### config.mk
export PLATFORM = sky130hd
export DESIGN_NAME = scalar_writeback_arbiter
export DESIGN_NICKNAME = d
export VERILOG_FILES = /design/src/rtl/scalar_wb_pkg.sv /design/src/rtl/scalar_writeback_arbiter_fifo.sv /design/src/rtl/scalar_writeback_arbiter.sv
export SDC_FILE = /design/constraint.sdc
export NUM_CORES = 1
export LEC_CHECK = 0
export ABC_AREA = 1
export CAP_MARGIN = 20
export CORE_MARGIN = 2
export CORE_UTILIZATION = 25
export CTS_CLUSTER_SIZE = 12
export DETAILED_ROUTE_END_ITERATION = 8
export PLACE_DENSITY = 0.44
export SLEW_MARGIN = 25
export SYNTH_ARGS = -nofsm -noshare
export SYNTH_HDL_FRONTEND = slang
export SYNTH_SLANG_ARGS = --single-unit
### constraint.sdc
create_clock -name clk -period 4.15 [get_ports clk]
set_clock_uncertainty 0.05 [all_clocks]
set_input_delay 0.6225 -clock clk [delete_from_list [all_inputs] [get_ports clk]]
set_output_delay 0.6225 -clock clk [all_outputs]
set_load 0.02 [all_outputs]
### src/rtl/scalar_wb_pkg.sv
// Shared types and sizes for the scalar register-file writer.
// Queue entry layout and index-width helper.
package scalar_wb_pkg;

  function automatic int idx_w(input int n);
    return (n <= 1) ? 1 : $clog2(n);
  endfunction

  localparam int REG_SIZE   = 8;
  localparam int REG_QTY    = 8;
  localparam int FIFO_DEPTH = 4;
  localparam int REG_IDX_W  = idx_w(REG_QTY);
  localparam int PTR_W      = idx_w(FIFO_DEPTH);
  localparam int CNT_W      = PTR_W + 1;

  typedef struct packed {
    logic                 live;
    logic [REG_IDX_W-1:0] rd;
    logic [REG_SIZE-1:0]  data;
  } wb_entry_t;

endpackage

### src/rtl/scalar_writeback_arbiter_fifo.sv
// ALU result queue with per-entry live bits.
// Entries whose rd matches a load are killed in place.
module wb_kill_fifo
  import scalar_wb_pkg::*;
(
  input  logic                                 clk,
  input  logic                                 reset,
  input  logic                                 push_i,
  input  logic [REG_IDX_W-1:0]                 push_rd_i,
  input  logic [REG_SIZE-1:0]                  push_data_i,
  input  logic                                 pop_i,
  input  logic                                 kill_i,
  input  logic [REG_IDX_W-1:0]                 kill_rd_i,
  input  logic                                 flush_i,
  output wb_entry_t                            head_o,
  output logic [CNT_W-1:0]                     count_o,
  output logic                                 full_o,
  output logic                                 empty_o,
  output logic [FIFO_DEPTH-1:0]                live_o,
  output logic [FIFO_DEPTH-1:0][REG_IDX_W-1:0] rd_o
);

  wb_entry_t        mem_q [FIFO_DEPTH];
  wb_entry_t        mem_d [FIFO_DEPTH];
  logic [PTR_W-1:0] wr_q, wr_d;
  logic [PTR_W-1:0] rd_q, rd_d;
  logic [CNT_W-1:0] cnt_q, cnt_d;
  logic             do_push;
  logic             do_pop;

  assign full_o  = (cnt_q == CNT_W'(FIFO_DEPTH));
  assign empty_o = (cnt_q == '0);
  assign count_o = cnt_q;
  assign head_o  = mem_q[rd_q];
  assign do_push = push_i && !full_o;
  assign do_pop  = pop_i && !empty_o;

  // Expose live/rd of every slot; popped slots are always dead.
  always_comb begin
    live_o = '0;
    rd_o   = '0;
    for (int i = 0; i < FIFO_DEPTH; i++) begin
      live_o[i] = mem_q[i].live;
      rd_o[i]   = mem_q[i].rd;
    end
  end

  // Next state: flush beats all; kill precedes push so the
  // same-cycle enqueue stays live.
  always_comb begin
    mem_d = mem_q;
    wr_d  = wr_q;
    rd_d  = rd_q;
    cnt_d = cnt_q;
    if (flush_i) begin
      for (int i = 0; i < FIFO_DEPTH; i++)
        mem_d[i].live = 1'b0;
      wr_d  = '0;
      rd_d  = '0;
      cnt_d = '0;
    end else begin
      if (kill_i) begin
        for (int i = 0; i < FIFO_DEPTH; i++)
          if (mem_q[i].live && mem_q[i].rd == kill_rd_i)
            mem_d[i].live = 1'b0;
      end
      if (do_pop) begin
        mem_d[rd_q].live = 1'b0;
        rd_d = rd_q + 1'b1;
      end
      if (do_push) begin
        mem_d[wr_q].live = 1'b1;
        mem_d[wr_q].rd   = push_rd_i;
        mem_d[wr_q].data = push_data_i;
        wr_d = wr_q + 1'b1;
      end
      cnt_d = cnt_q + CNT_W'(do_push) - CNT_W'(do_pop);
    end
  end

  // Queue state register.
  always_ff @(posedge clk) begin
    if (reset) begin
      for (int i = 0; i < FIFO_DEPTH; i++)
        mem_q[i] <= '0;
      wr_q  <= '0;
      rd_q  <= '0;
      cnt_q <= '0;
    end else begin
      for (int i = 0; i < FIFO_DEPTH; i++)
        mem_q[i] <= mem_d[i];
      wr_q  <= wr_d;
      rd_q  <= rd_d;
      cnt_q <= cnt_d;
    end
  end

endmodule

### src/rtl/scalar_writeback_arbiter.sv
// Single write port arbiter: loads always win, ALU queued.
// Registered write outputs feed the scalar register file.
module scalar_writeback_arbiter
  import scalar_wb_pkg::*;
#(
  parameter int registerSize     = REG_SIZE,
  parameter int registerQuantity = REG_QTY,
  parameter int fifoDepth        = FIFO_DEPTH,
  localparam int regIdxW         = idx_w(registerQuantity)
) (
  input  logic                         clk,
  input  logic                         reset,
  input  logic                         aluValid,
  output logic                         aluReady,
  input  logic [regIdxW-1:0]           aluRd,
  input  logic [registerSize-1:0]      aluData,
  input  logic                         memValid,
  input  logic [regIdxW-1:0]           memRd,
  input  logic [registerSize-1:0]      memData,
  input  logic                         flush,
  output logic                         regWrEn,
  output logic [regIdxW-1:0]           regToWrite,
  output logic [registerSize-1:0]      dataIn,
  output logic [registerQuantity-1:0]  busyRegs,
  output logic [$clog2(fifoDepth):0]   aluCount
);

  wb_entry_t                            head;
  logic                                 full;
  logic                                 empty;
  logic                                 push;
  logic                                 pop;
  logic [FIFO_DEPTH-1:0]                live;
  logic [FIFO_DEPTH-1:0][REG_IDX_W-1:0] ent_rd;
  logic                                 wen_q, wen_d;
  logic [regIdxW-1:0]                   wrd_q, wrd_d;
  logic [registerSize-1:0]              wdat_q, wdat_d;

  assign aluReady = !full;
  assign push     = aluValid && aluReady;
  assign pop      = !memValid && !empty && !flush;

  wb_kill_fifo u_fifo (
    .clk         (clk),
    .reset       (reset),
    .push_i      (push),
    .push_rd_i   (aluRd),
    .push_data_i (aluData),
    .pop_i       (pop),
    .kill_i      (memValid),
    .kill_rd_i   (memRd),
    .flush_i     (flush),
    .head_o      (head),
    .count_o     (aluCount),
    .full_o      (full),
    .empty_o     (empty),
    .live_o      (live),
    .rd_o        (ent_rd)
  );

  // Port select: load first, else queue head, else idle.
  always_comb begin
    wen_d  = 1'b0;
    wrd_d  = wrd_q;
    wdat_d = wdat_q;
    if (memValid) begin
      wen_d  = 1'b1;
      wrd_d  = memRd;
      wdat_d = memData;
    end else if (pop) begin
      wen_d  = head.live;
      wrd_d  = head.rd;
      wdat_d = head.data;
    end
  end

  // Write-port output register.
  always_ff @(posedge clk) begin
    if (reset) begin
      wen_q  <= 1'b0;
      wrd_q  <= '0;
      wdat_q <= '0;
    end else begin
      wen_q  <= wen_d;
      wrd_q  <= wrd_d;
      wdat_q <= wdat_d;
    end
  end

  assign regWrEn    = wen_q;
  assign regToWrite = wrd_q;
  assign dataIn     = wdat_q;

  // Pending-write bitmap for decode hazard checks.
  always_comb begin
    busyRegs = '0;
    for (int i = 0; i < FIFO_DEPTH; i++)
      if (live[i])
        busyRegs[ent_rd[i]] = 1'b1;
    if (memValid)
      busyRegs[memRd] = 1'b1;
  end

endmodule

==> results of run 1 <==
-- critical path: stages --
cell and delay (ps):
clkdlybuf4s50_1 590, clkinv_1 270, nor2_1 210, nand2_1 70, o21ai_0 70, a21oi_1 60
nand3_1 80, clkdlybuf4s50_1 610
-- registers in the layout, indices dropped and copies added, names as in the netlist --
name	flops
u_fifo.mem_q	32
u_fifo.rd_o	12
dataIn	8
u_fifo.live_o	4
regToWrite	3
u_fifo.count_o	3
u_fifo.rd_q	2
u_fifo.wr_q	2
regWrEn	1
-- Yosys cell counts, types with 2 or more instances --
master / n
nand3_1: 45
nand2_2: 15
inv_1: 32
a21oi_2: 14
buf_4: 2
nand4_1: 49
o21ai_0: 15
clkbuf_1: 15
nor3_1: 3
buf_1: 3
nand2_1: 172
o22ai_1: 2
dfxtp_1: 67
nor2_1: 59
buf_6: 4
nand3_4: 2
o21a_1: 2
clkinv_1: 2
nand3_2: 2
xnor2_1: 2
a21oi_1: 43
inv_2: 2
ha_1: 9
buf_8: 2
buf_2: 12
-- layer usage --
layer | GRT usage | wire (µm) | up-vias
li1 | - | - | 2006
met1 | 0.205 | 6010 | 1869
met2 | 0.269 | 6310 | 127
met5 | 0 | 0 | -
met3 | 0.0359 | 645 | 26
met4 | 0.0703 | 340 | 0
-- power by group --
group,switching [mW],leakage (nW),internal [mW]
Sequential,0.0192,0.544,0.665
Combinational,0.156,1.18,0.0905
Clock,0.289,0.155,0.512
Total,0.464,1.88,1.27
-- metrics by stage --
stage / hold slack, ps / utilization / cell area [µm²]
detailed placement: 402 / 0.296 / 4520
global placement: 398 / 0.296 / 4520
finish: 411 / 0.317 / 4830
CTS: 412 / 0.317 / 4830
floorplan: 390 / - / 3920
global route: 435 / 0.317 / 4830
-- area by class of cell --
cell class	count	area (µm²)	share of cell area
multi-input combinational	444	2220	0.460
sequential	67	1340	0.278
timing repair buffer	58	556	0.115
clock buffer	12	267	0.0551
tap	211	264	0.0546
inverter	36	135	0.0280
clock inverter	4	47.5	0.00984
-- cell families after synthesis --
family	after synthesis	synth area share
and+or+nand+nor	351	0.407
AOI/OAI and AO/OA	81	0.122
buffers and inverters	74	0.0901
DFF	67	0.342
adders and majority gates	10	0.0339
xor gates and xnor gates	2	0.00447
-- worst max-delay path by stage --
stage | startpoint | endpoint | cells after the start
finish | memRd[2] | busyRegs[5] | 8
global route | memRd[2] | busyRegs[5] | 8
CTS | memRd[2] | busyRegs[5] | 8
detailed placement | memRd[2] | busyRegs[5] | 8
global placement | memRd[2] | busyRegs[5] | 8
floorplan | u_fifo.count_o[1]$_SDFF_PP0_ | u_fifo.count_o[2]$_SDFF_PP0_ | 10
==> flow_summary.yaml, run 1 <==
status:
  run_status: "complete, no violations"
final_layout:
  finish.net_count: 653
  layout_commonest_cell: "nand2_1"
  layout_common_cells: "nand2_1, dfxtp_1, nor2_1"
  syn2layout_area_growth_pct: 23.4
  antenna_cells: 0
  fin_cells: 832
  fillers: 1664
  drive_above_1_share: 0.101
floorplanning:
  die_area_um2: 16700
  num_rows: 45
  die_w_um: 129
  ios: 51
  start_util: 0.257
  core_um2: 15300
  die_y_um: 129
clocking:
  cts_hold_buf: 0
  max-clock-path-buffers: 2
  postCtsSetupRepairBufs: 0
  clk_latency_ps: 340
  path_clk_slew_ps: 60
  cts_tree: "done"
  cts_root_buf: "clkbuf_16"
  cts_resized: 0
  cts.sinks: 67
  h-tree-depth: 3
  cts_made_buffers: 9
synth:
  avgSynthCellArea_um2: 6.70
  yosysSeqAreaShare: 0.342
  syn_inst: 585
  synth.cell_area_um2: 3920
  synthFlopType: "dfxtp_1"
  yosysTopAreaCell: "dfxtp_1"
  ys_ff_latch: 67
  synthArstFlopShare: 0
  synthDistinctLibCells: 35
  yosysWarnings: 0
  synthDominantCellAreaShare: 0.342
  syn_nets: 622
  synthTopCellsByArea: "dfxtp_1, nand2_1, nand4_1"
  synth-edff-count: 0
placement:
  pre_cts_ws_ps: 920
  dp_cells: 816
  gp_congestion: 0.861
  port_buffers: 50
  hpwl_mm: 9.11
timing:
  worst_slew_pin_slew_ps: 895
  maxSlewViolCount: 0
  tns_ps: 0
  period_share: 0.786
  rsz0062_at_grt: "false"
  hold_viol_final: 0
  max_clock_freq_ghz: 0.307
  slew_headroom: 0.403
  finalWorstSetupSlack_ps: 890
  finalWorstPathRequiredPeriod_ps: 3260
  finalSetupViolations: 0
global_route:
  antenna_found_initial: 0
  grt.total_usage: 0.163
  grt_max_degree: 39
  grt_pass1_vias: 3850
  grt.overflow.total: 0
  grt_pass1_wl_mm: 20.8
critical_path:
  reg2reg_depth: 8
  arrival_ps: 2590
  reg2reg_slack_ps: 1970
  timing.rr.end: "u_fifo.rd_o[0]$_SDFFE_PP0P_"
  startpoint_type: "primary input"
  rr_startpoint: "u_fifo.count_o[1]$_SDFF_PP0_"
  path_class: "in -> out"
  required_ps: 3480
  crit_fanout: 10
  cp-end-kind: "output port"
power_and_ir_drop:
  ir_drop_uv: 237
  p_per_area_nw_per_um2: 358
  p_total_mw: 1.73
  p_leak_nw: 1.88
detailed_routing:
  dr.pass1.iters: 5
  ant_nets: 0
  vias_per_cell: 4.84
  drc: 0
  drt_iter0_drc: 326
  routedWlPerCell_um: 16.0
  drt_wl_total_mm: 13.3
  vias: 4028
hold_path:
  min_from: "u_fifo.mem_q[15]$_SDFFE_PP0P_"
  hold_depth: 2
  hold_path_end: "u_fifo.mem_q[15]$_SDFFE_PP0P_"
  hold_path_class: "reg -> reg"
run:
  maxCapViolations: 0
(Power assumes the default switching activity.)
==> inputs of run 2 (changes only) <==
--- a/config.mk
+++ b/config.mk
@@ -11,7 +11,7 @@
 export CORE_UTILIZATION = 25
 export CTS_CLUSTER_SIZE = 12
 export DETAILED_ROUTE_END_ITERATION = 8
-export PLACE_DENSITY = 0.44
+export PLACE_DENSITY = 0.46
 export SLEW_MARGIN = 25
 export SYNTH_ARGS = -nofsm -noshare
 export SYNTH_HDL_FRONTEND = slang
==> constraint.sdc (replaced) <==
create_clock -name clk -period 2.98 [get_ports clk]
set_clock_uncertainty 0.05 [all_clocks]
set_input_delay 0.447 -clock clk [delete_from_list [all_inputs] [get_ports clk]]
set_output_delay 0.447 -clock clk [all_outputs]
set_load 0.02 [all_outputs]
==> run 2 against run 1 <==
Non-clock buffer count is 4 higher; sequential power is 39% higher; combinational power rose by 40%; clock power increased by 44%; clock-buffer cell count grew 1; final cell count increased by 0.48%.
==> flow_summary.yaml, run 2 (synthesized netlist as in run 1, its figures left out) <==
placement:
  port_buffers: 50
  dpl_cell_area_um2: 4550
  dp_cells: 820
  hpwl_mm: 9.23
  pre_cts_ws_ps: 290
  gp_congestion: 0.897
timing:
  worst_slew_pin_slew_ps: 878
  hold_viol_final: 0
  maxSlewViolCount: 0
  rsz0062_at_grt: "false"
  tns_ps: 0
  finalWorstPathRequiredPeriod_ps: 2700
  slew_headroom: 0.414
  max_clock_freq_ghz: 0.370
  finalSetupViolations: 0
  finalWorstSetupSlack_ps: 277
  period_share: 0.907
detailed_routing:
  vias_per_cell: 4.88
  routedWlPerCell_um: 15.9
  dr.pass1.iters: 5
  drt_wl_total_mm: 13.3
  drt_iter0_drc: 372
  drc: 0
  vias: 4077
  ant_nets: 0
global_route:
  met2_usage: 0.264
  grt_pass1_vias: 3722
  grt.overflow.total: 0
  busiest_layer: "met2"
  grt_max_degree: 39
  use_met1: 0.210
  grt.total_usage: 0.160
  grt_pass1_wl_mm: 20.5
  met3_usage: 0.0281
  antenna_found_initial: 0
hold_path:
  hold_path_class: "reg -> reg"
clocking:
  clk_latency_ps: 340
  h-tree-depth: 3
  path_clk_slew_ps: 60
  cts_root_buf: "clkbuf_16"
  cts.sinks: 67
  postCtsSetupRepairBufs: 0
  cts_hold_buf: 0
  cts_resized: 0
  cts_tree: "done"
  cts_made_buffers: 9
  max-clock-path-buffers: 2
critical_path:
  arrival_ps: 2210
  crit_fanout: 12
  path_class: "in -> out"
  cp-end-kind: "output port"
  startpoint_type: "primary input"
  required_ps: 2480
final_layout:
  fin_cells: 836
  largest_reg_flops: 32
  layout_commonest_cell: "nand2_1"
  regMostFlops: "u_fifo.mem_q"
  fin_area_um2: 4870
  layout_common_cells: "nand2_1, dfxtp_1, nor2_1"
  antenna_cells: 0
  finish.net_count: 657
  syn2layout_area_growth_pct: 24.4
  fillers: 1674
  drive_above_1_share: 0.107
power_and_ir_drop:
  p_leak_nw: 1.90
  p_per_area_nw_per_um2: 501
  ir_drop_uv: 263
floorplanning:
  die_y_um: 129
  num_rows: 45
  die_w_um: 129
  die_area_um2: 16700
  core_um2: 15300
  start_util: 0.257
  ios: 51
status:
  run_status: "complete, no violations"
run:
  maxCapViolations: 0
run 2: area by class of cell:
cell class | instances | area (µm²) | share of cell area
clock buffer | 13 | 280 | 0.0575
clock inverter | 3 | 43.8 | 0.00899
inverter | 36 | 135 | 0.0277
multi-input combinational | 444 | 2220 | 0.456
sequential | 67 | 1340 | 0.275
tap | 211 | 264 | 0.0542
timing repair buffer | 62 | 586 | 0.120
run 2: stage by stage:
stage	hold WS, ps	total power, mW	util
after floorplan	390	1.17	-
after global placement	398	1.32	0.298
after detailed placement	402	1.32	0.298
after CTS	411	2.47	0.319
after global routing	431	2.54	0.319
final	411	2.44	0.319
run 2: final timing paths:
check | from | end | slack (ps) | cells past startpoint
worst max register to register | u_fifo.count_o[1]$_SDFF_PP0_ | u_fifo.count_o[2]$_SDFF_PP0_ | 820 | 8
worst min register to register | u_fifo.mem_q[38]$_SDFFE_PP0P_ | u_fifo.mem_q[38]$_SDFFE_PP0P_ | 410 | 2
worst min-delay path | u_fifo.mem_q[38]$_SDFFE_PP0P_ | u_fifo.mem_q[38]$_SDFFE_PP0P_ | 410 | 2
worst max-delay path | memRd[1] | busyRegs[3] | 280 | 7
run 2: worst max-delay path, stage by stage:
cell and delay, ps:
clkdlybuf4s50_1 530, inv_1 210, nor2_1 190, nand2_1 70, o21a_1 100, nand4_1 60, clkdlybuf4s50_1 600
run 2: power by group:
part           switching [mW]  internal, mW
Sequential             0.0253         0.926
Clock                   0.407         0.739
Combinational           0.218         0.129
Total                   0.650          1.79
run 2: routing by layer:
metal | wire length, µm | vias up
met4 | 314 | 0
li1 | - | 2011
met2 | 6180 | 120
met3 | 600 | 21
met5 | 0 | -
met1 | 6160 | 1925
